===== src/rtl/univ_shift_reg.sv =====
// Universal shift register: hold/load/shift/rotate/clear with a serial word counter.
// Define UNIV_SHIFT_REG_PARITY_EN to add the registered even-parity output parity_out.
module univ_shift_reg #(
   parameter int               WIDTH   = 8,
   parameter logic [WIDTH-1:0] RST_VAL = {WIDTH{1'b0}}
) (
   input  logic                     clk,
   input  logic                     rst_n,
   input  logic                     en,
   input  logic [2:0]               mode,
   input  logic                     serial_in_l,
   input  logic                     serial_in_r,
   input  logic [WIDTH-1:0]         parallel_in,
   output logic [WIDTH-1:0]         parallel_out,
   output logic                     serial_out_l,
   output logic                     serial_out_r,
   output logic [$clog2(WIDTH)-1:0] shift_cnt,
   output logic                     word_done
`ifdef UNIV_SHIFT_REG_PARITY_EN
   ,
   output logic                     parity_out
`endif
);

   localparam int CW = $clog2(WIDTH);

   typedef enum logic [2:0] {
      M_HOLD  = 3'b000,
      M_LOAD  = 3'b001,
      M_SHL   = 3'b010,
      M_SHR   = 3'b011,
      M_ROL   = 3'b100,
      M_ROR   = 3'b101,
      M_CLEAR = 3'b110,
      M_RSVD  = 3'b111
   } mode_t;

   logic [WIDTH-1:0] r_reg;
   logic [CW-1:0]    r_cnt;
   logic             r_done;

   logic [WIDTH-1:0] w_nxt_reg;
   logic [CW-1:0]    w_nxt_cnt;
   logic             w_nxt_done;
   logic             w_shift;
   logic             w_wrap;

   assign w_wrap = (r_cnt == CW'(WIDTH - 1));

   always_comb begin
      w_nxt_reg  = r_reg;
      w_nxt_cnt  = r_cnt;
      w_nxt_done = 1'b0;
      w_shift    = 1'b0;
      if (en) begin
         case (mode_t'(mode))
            M_LOAD: begin
               w_nxt_reg = parallel_in;
               w_nxt_cnt = '0;
            end
            M_SHL: begin
               w_nxt_reg = {r_reg[WIDTH-2:0], serial_in_l};
               w_shift   = 1'b1;
            end
            M_SHR: begin
               w_nxt_reg = {serial_in_r, r_reg[WIDTH-1:1]};
               w_shift   = 1'b1;
            end
            M_ROL:   w_nxt_reg = {r_reg[WIDTH-2:0], r_reg[WIDTH-1]};
            M_ROR:   w_nxt_reg = {r_reg[0], r_reg[WIDTH-1:1]};
            M_CLEAR: begin
               w_nxt_reg = RST_VAL;
               w_nxt_cnt = '0;
            end
            default: w_nxt_reg = r_reg;
         endcase
      end
      // Counter tracks shift operations regardless of direction
      if (w_shift) begin
         if (w_wrap) begin
            w_nxt_cnt  = '0;
            w_nxt_done = 1'b1;
         end else begin
            w_nxt_cnt = r_cnt + CW'(1);
         end
      end
   end

   always_ff @(posedge clk) begin
      if (!rst_n) begin
         r_reg  <= RST_VAL;
         r_cnt  <= '0;
         r_done <= 1'b0;
      end else begin
         r_reg  <= w_nxt_reg;
         r_cnt  <= w_nxt_cnt;
         r_done <= w_nxt_done;
      end
   end

`ifdef UNIV_SHIFT_REG_PARITY_EN
   logic r_par;

   always_ff @(posedge clk) begin
      if (!rst_n) r_par <= ^RST_VAL;
      else        r_par <= ^w_nxt_reg;
   end

   assign parity_out = r_par;
`endif

   assign parallel_out = r_reg;
   assign serial_out_l = r_reg[WIDTH-1];
   assign serial_out_r = r_reg[0];
   assign shift_cnt    = r_cnt;
   assign word_done    = r_done;

endmodule


===== config.mk =====
export PLATFORM = sky130hd
export DESIGN_NAME = univ_shift_reg
export DESIGN_NICKNAME = d
export VERILOG_FILES = /design/src/rtl/univ_shift_reg.sv
export SDC_FILE = /design/constraint.sdc
export NUM_CORES = 1
export LEC_CHECK = 0
export ABC_CLOCK_PERIOD_IN_PS = 3600
export CAP_MARGIN = 20
export CORE_MARGIN = 1.5
export CORE_UTILIZATION = 35
export CTS_BUF_LIST = sky130_fd_sc_hd__clkbuf_4 sky130_fd_sc_hd__clkbuf_8
export CTS_CLUSTER_DIAMETER = 120
export DETAILED_ROUTE_END_ITERATION = 6
export HOLD_SLACK_MARGIN = 0.12
export PLACE_DENSITY_LB_ADDON = 0.25
export SYNTH_ARGS = -nofsm -noshare
export SYNTH_HDL_FRONTEND = slang
export SYNTH_SLANG_ARGS = --single-unit

===== constraint.sdc =====
create_clock -name clk -period 3.6 [get_ports clk]
set_input_delay 0.72 -clock clk [delete_from_list [all_inputs] [get_ports clk]]
set_output_delay 0.72 -clock clk [all_outputs]
set_load 0.01 [all_outputs]

# Word level (Yosys, flattened, before mapping)
# Cells that the tools add are included.
# word_totals
regBits	12
input_bits	16
word_cells	27
# classes
addsub	1
n_eq_ne	7
n_mux	8
reduce_logical	8
# op_table
op	n
$pmux 8 s6	1
$eq 3x3->1 const B	4
$mux 3	4
$eq 3x2->1 const B	2
$reduce_and 2->1	3
$reduce_bool 6->1	1
$reduce_bool 2->1	2
$reduce_or 2->1	2
$add 3x1->3 const B	1
$eq 3x1->1 const B	1
$mux 1	3

# Depth between registers and ports, before layout
# Gate-level depths: netlist of the first run.
# logic_depth
ltp_word	6
ltp_mapped	6
mapped_depth_nobuf	4

# Least setup slack after synthesis of the first run
# OpenSTA, ideal clock, no wires.
# synth_path
path_type	input to register
startpoint	in mode[0]
endpoint	reg r_reg[2], in the netlist parallel_out[2]
setup_time_ps	119
t_arrival_ps	1576
required_time_ps	3481
path_slack_ps	1906
stages	4
path_cell_list	buf_6 mux2_4 o221a_1 o221a_1
# synth_between
elab_chain_cells	3
elab_cells_between_ends	9
# synth_rtl
item	line_no	text
start: declaration	10	input logic [2:0] mode,
$eq 3x3->1, or another cell as far along	56	case (mode_t'(mode))
$reduce_bool 6->1 (no source line)	-	
$reduce_and 2->1 (no source line)	-	
end signal: assignment	95	r_reg <= w_nxt_reg;
end: declaration	38	logic [WIDTH-1:0] r_reg;
# Parallel ways exist; a longest one is shown, timed or not.
# A chain may end at the register's enable or synchronous reset.

# Worst setup path in the final report of the first run
# layout_path
startpoint	in mode[0]
endpoint	reg r_cnt[0], in the netlist shift_cnt[0]
# layout_between
elab_chain_cells	6
elab_cells_between_ends	12
# layout_rtl
item	line_no	text
$eq 3x2->1	56	
$reduce_or 2->1 (no source line)	-	
$mux 1	56	
$mux 1	55	if (en) begin
$reduce_bool 2->1 (no source line)	-	
$reduce_and 2->1 (no source line)	-	
end signal: assignment	96	r_cnt <= w_nxt_cnt;
end: declaration	39	logic [CW-1:0] r_cnt;
# Parallel ways exist; a longest one is shown, timed or not.

==> impl_metrics.json, run 1 <==
{
  "wl_per_cell_um": 14.1,
  "dieArea_um2": 2580,
  "cts_buffer_depth": 2,
  "cts_root_buf": "clkbuf_4",
  "period_share": 0.626,
  "cts_resized": 0,
  "rsz0062_at_grt": "no",
  "cts-buffers-inserted": 3,
  "gp_congestion": 0.856,
  "grt_use_total": 0.161,
  "avgSynthCellArea_um2": 10.1,
  "via_count": 743,
  "drt_iter0_drc": 16,
  "min_path_type": "flip-flop to flip-flop",
  "grt_max_degree": 13,
  "pin_count": 30,
  "holdWs_ns": 0.474,
  "tns_ns": 0,
  "ys_seq_area_frac": 0.301,
  "powerDensity_nw_per_um2": 321,
  "antenna_left": 0,
  "hpwl_mm": 1.36,
  "diodes": 0,
  "fill_cells": 217,
  "routed_via_density": 5.54,
  "synth_edf_count": 0,
  "rrSetupSlack_ns": 2.23,
  "insertion_delay_ns": 0.28,
  "critPathLaunchType": "primary input",
  "cts_hold_repair.buffers": 0,
  "max_cap_viol_count": 0,
  "synth_ff_type": "dfxtp_1",
  "ir_worst_vdd_uv": 177,
  "area_delta_synth_final_pct": 40.0,
  "finalWirelength_mm": 1.90,
  "skew_ns": 0.00109,
  "drive_gt1_frac": 0.132,
  "synthCells": 79,
  "io_buffers": 29,
  "cts_tree": "built",
  "leakage_nw": 0.426,
  "async_flop_share": 0,
  "clk_pin_slew_ns": 0.08,
  "post-route-min-period_ns": 2.25,
  "die_h_um": 50.8,
  "cts_sinks": 12,
  "yosys_warnings": 0,
  "grt_pass1_vias": 637,
  "antenna_found_initial": 0,
  "fmax_mhz": 444,
  "netlist_area_um2": 798,
  "crit_type": "primary input to flip-flop",
  "num_rows": 17,
  "synth_nets": 97,
  "setup_viol": 0,
  "overflow": 0,
  "yosys.cell_types.count": 32,
  "grt_pass1_wl_mm": 3.02,
  "start_util": 0.364,
  "nets": 125,
  "core-area_um2": 2190,
  "postCtsSetupBuffers": 0,
  "dr.pass1.iters": 4,
  "drcViolationCount": 0,
  "cts.htree.levels": 1,
  "outcome": "completed",
  "ys_seq_elements": 12,
  "worst_setup_path_end_kind": "flip-flop",
  "worstMarginPinSlew_ns": 0.568,
  "cp_data_required_time_ns": 3.82,
  "slew_viol_final": 0,
  "slew_headroom": 0.620,
  "hold_viol_final": 0,
  "crit_fanout": 12,
  "die_w_um": 50.8,
  "cp.arrival_ns": 2.47
}
-- cell type report --
class / instances / area, um2 / area share
Tap cell: 28 / 35.0 / 0.0314
Timing Repair Buffer: 30 / 298 / 0.267
Multi-Input combinational cell: 59 / 504 / 0.451
Sequential cell: 12 / 240 / 0.215
Clock buffer: 4 / 36.3 / 0.0325
Inverter: 1 / 3.75 / 0.00336
-- path summary, 6_finish.rpt --
check / from / depth (start not counted) / to
hold reg to reg: shift_cnt[2] / 2 / shift_cnt[2]
setup reg to reg: shift_cnt[0] / 4 / shift_cnt[0]
setup / recovery: mode[0] / 5 / shift_cnt[0]
hold / removal: shift_cnt[2] / 2 / shift_cnt[2]
-- logic make-up after synthesis --
group                      synth area share
AOI/OAI and AO/OA                     0.298
muxes                                 0.122
and+or+nand+nor                       0.169
xor gates and xnor gates             0.0110
adders and majority gates            0.0313
buffers and inverters                0.0674
DFF                                   0.301
-- cell usage after synthesis, types with 2 or more instances --
library cell | count | area share
dfxtp_1 | 12 | 0.30
o221a_1 | 13 | 0.18
mux2_1 | 2 | 0.028
mux2_4 | 5 | 0.094
a21boi_1 | 3 | 0.028
o21ai_0 | 2 | 0.013
buf_4 | 4 | 0.038
nor2_1 | 2 | 0.0094
nand2_1 | 10 | 0.047
nand4b_1 | 2 | 0.022
and2_1 | 2 | 0.016
ha_1 | 2 | 0.031
-- where the power goes --
part	switching (W)	internal (W)	leakage [nW]
clock network	0.0000518	0.0000616	0.0210
logic	0.0000379	0.0000575	0.307
registers	0.00000938	0.000140	0.0984
-- registers in the layout, indices dropped and copies added, names as in the netlist --
signal,cells
parallel_out,8
shift_cnt,3
word_done,1
-- stage by stage --
| stage | total power, W | worst slack, ns | cell area, um2 | utilization | cells |
|---|---|---|---|---|---|
| global route | 0.000375 | 1.28 | 1120 | 0.510 | 134 |
| global placement | 0.000247 | 1.08 | 1080 | 0.493 | 130 |
| floorplan | 0.000207 | 1.91 | 798 | - | 79 |
| CTS | 0.000361 | 1.36 | 1120 | 0.510 | 134 |
| finish | 0.000358 | 1.35 | 1120 | 0.510 | 134 |
| detailed placement | 0.000248 | 1.06 | 1080 | 0.493 | 130 |
-- critical path, cell delays in order --
cell	delay (ns)
clkdlybuf4s50_1	0.83
and2b_1	0.22
o21ai_2	0.08
or4b_1	0.50
a21boi_1	0.12
-- per-layer routing --
layer	vias up	track usage	wire length (um)
met2	23	0.232	847
met1	355	0.213	909
met4	0	0.0946	41
met5	-	0	0
met3	4	0.0417	98
li1	361	-	-
-- cells in the final DEF, fill, tap and decap left out, types with 2 or more instances in the layout --
cell type / Yosys / final
mux2_4: 5 / 5
nand2_1: 10 / 10
o21ai_0: 2 / 2
and2_1: 2 / 2
nor2_1: 2 / 2
clkbuf_4: 0 / 3
clkdlybuf4s50_1: 0 / 29
o221a_1: 13 / 13
dfxtp_1: 12 / 12
mux2_1: 2 / 2
ha_1: 2 / 2
a21boi_1: 3 / 3
nand4b_1: 2 / 2
Note: power is estimated with default switching activity, not from simulation.
==> run 2: changes to the inputs <==
--- a/config.mk
+++ b/config.mk
@@ -5,7 +5,7 @@
 export SDC_FILE = /design/constraint.sdc
 export NUM_CORES = 1
 export LEC_CHECK = 0
-export ABC_CLOCK_PERIOD_IN_PS = 3600
+export ABC_CLOCK_PERIOD_IN_PS = 2200
 export CAP_MARGIN = 20
 export CORE_MARGIN = 1.5
 export CORE_UTILIZATION = 35
==> constraint.sdc (replaced) <==
create_clock -name clk -period 2.2 [get_ports clk]
set_input_delay 0.44 -clock clk [delete_from_list [all_inputs] [get_ports clk]]
set_output_delay 0.44 -clock clk [all_outputs]
set_load 0.01 [all_outputs]
==> impl_metrics.json, run 2 (synthesis gave the netlist of run 1 again) <==
{
  "dr.pass1.iters": 4,
  "hold_viol_final": 0,
  "fin_cells": 135,
  "clk_pin_slew_ns": 0.07,
  "max_cap_viol_count": 0,
  "fin_ws_ns": 0.335,
  "min_to": "shift_cnt[2]",
  "skew_ns": 0.000986,
  "drt_iter0_drc": 15,
  "diodes": 0,
  "cts_hold_repair.buffers": 0,
  "gp_congestion": 0.854,
  "overflow": 0,
  "grt_max_degree": 13,
  "grt_pass1_wl_mm": 2.97,
  "hold_start": "shift_cnt[2]",
  "period_share": 0.848,
  "powerDensity_nw_per_um2": 473,
  "routed_via_density": 5.27,
  "antenna_found_initial": 0,
  "start_util": 0.364,
  "area_delta_synth_final_pct": 41.7,
  "r2r.worst_path.cells": 4,
  "layout_common_cells": "29 x clkdlybuf4s50_1, 13 x o221a_1, 12 x dfxtp_1",
  "r2r-end": "shift_cnt[0]",
  "cts-buffers-inserted": 3,
  "via_count": 712,
  "drive_gt1_frac": 0.140,
  "grt_pass1_vias": 647,
  "largest_reg_flops": 8,
  "rr_startpoint": "shift_cnt[0]",
  "cp_data_required_time_ns": 2.39,
  "nets": 127,
  "tns_ns": 0,
  "worstMarginPinSlew_ns": 0.408,
  "hpwl_mm": 1.40,
  "place_ws_ns": 0.0780,
  "ir_worst_vdd_uv": 200,
  "die_h_um": 50.8,
  "num_rows": 17,
  "slew_headroom": 0.727,
  "cts_sinks": 12,
  "rrSetupSlack_ns": 0.82,
  "drcViolationCount": 0,
  "cts_tree": "built",
  "placed_cells": 132,
  "cp.arrival_ns": 2.06,
  "critPathLaunchType": "primary input",
  "slew_viol_final": 0,
  "cts.htree.levels": 1,
  "crit_fanout": 11,
  "rsz0062_at_grt": "no",
  "cts_resized": 0,
  "die_w_um": 50.8,
  "setup_viol": 0,
  "antenna_left": 0,
  "fmax_mhz": 536,
  "hold_path_depth": 2,
  "pin_count": 30,
  "outcome": "completed",
  "postCtsSetupBuffers": 0,
  "finalWirelength_mm": 1.85,
  "core-area_um2": 2190,
  "insertion_delay_ns": 0.26,
  "grt_use_total": 0.155,
  "crit_type": "primary input to flip-flop",
  "final_common_cell": "clkdlybuf4s50_1",
  "wl_per_cell_um": 13.7,
  "dieArea_um2": 2580,
  "cts_root_buf": "clkbuf_4",
  "cts_buffer_depth": 2,
  "min_path_type": "flip-flop to flip-flop",
  "post-route-min-period_ns": 1.86,
  "worst_setup_path_end_kind": "flip-flop",
  "io_buffers": 29,
  "power_w": 0.000535,
  "leakage_nw": 0.433
}
-- run 2: power by group --
part	internal, W	leakage [nW]	switching, W	total, W
logic	0.0000986	0.321	0.0000638	0.000162
registers	0.000230	0.0984	0.0000148	0.000244
clock network	0.0000631	0.0138	0.0000649	0.000128
total	0.000391	0.433	0.000143	0.000535
-- run 2: layout make-up --
cell class                      count  area [um2]
Fill cell                         209        1060
Multi-Input combinational cell     59         504
Timing Repair Buffer               32         325
Sequential cell                    12         240
Tap cell                           28        35.0
Clock buffer                        3        22.5
Inverter                            1        3.75
-- run 2: layer usage --
layer / up-vias / routed length (um) / global-route usage
met5: - / 0 / 0
met4: 0 / 14 / 0.0676
met3: 2 / 82 / 0.0298
met2: 19 / 838 / 0.259
met1: 325 / 913 / 0.192
li1: 366 / - / -
-- run 2: worst max-delay path by stage --
stage | startpoint | to | slack (ns) | cells after the start
after floorplan | mode[0] | parallel_out[2] | 0.79 | 4
after global placement | mode[1] | shift_cnt[0] | 0.14 | 5
after detailed placement | mode[1] | shift_cnt[0] | 0.08 | 5
after CTS | mode[1] | shift_cnt[0] | 0.36 | 5
after global routing | mode[1] | shift_cnt[0] | 0.23 | 5
final | mode[1] | shift_cnt[0] | 0.34 | 5
-- run 2: through the flow --
| stage | utilization | hold slack (ns) | instance area (um2) |
|---|---|---|---|
| 2_1_floorplan | - | 0.490 | 798 |
| 3_3_place_gp | 0.506 | 0.471 | 1110 |
| 3_5_place_dp | 0.506 | 0.469 | 1110 |
| 4_1_cts | 0.516 | 0.479 | 1130 |
| 5_1_grt | 0.516 | 0.509 | 1130 |
| 6_report | 0.516 | 0.474 | 1130 |
-- run 2: critical path, cell delays in order --
cell and delay [ns]:
clkdlybuf4s50_1 0.67, nor2b_1 0.21, o21ai_2 0.09, or4b_1 0.50
a21boi_1 0.14
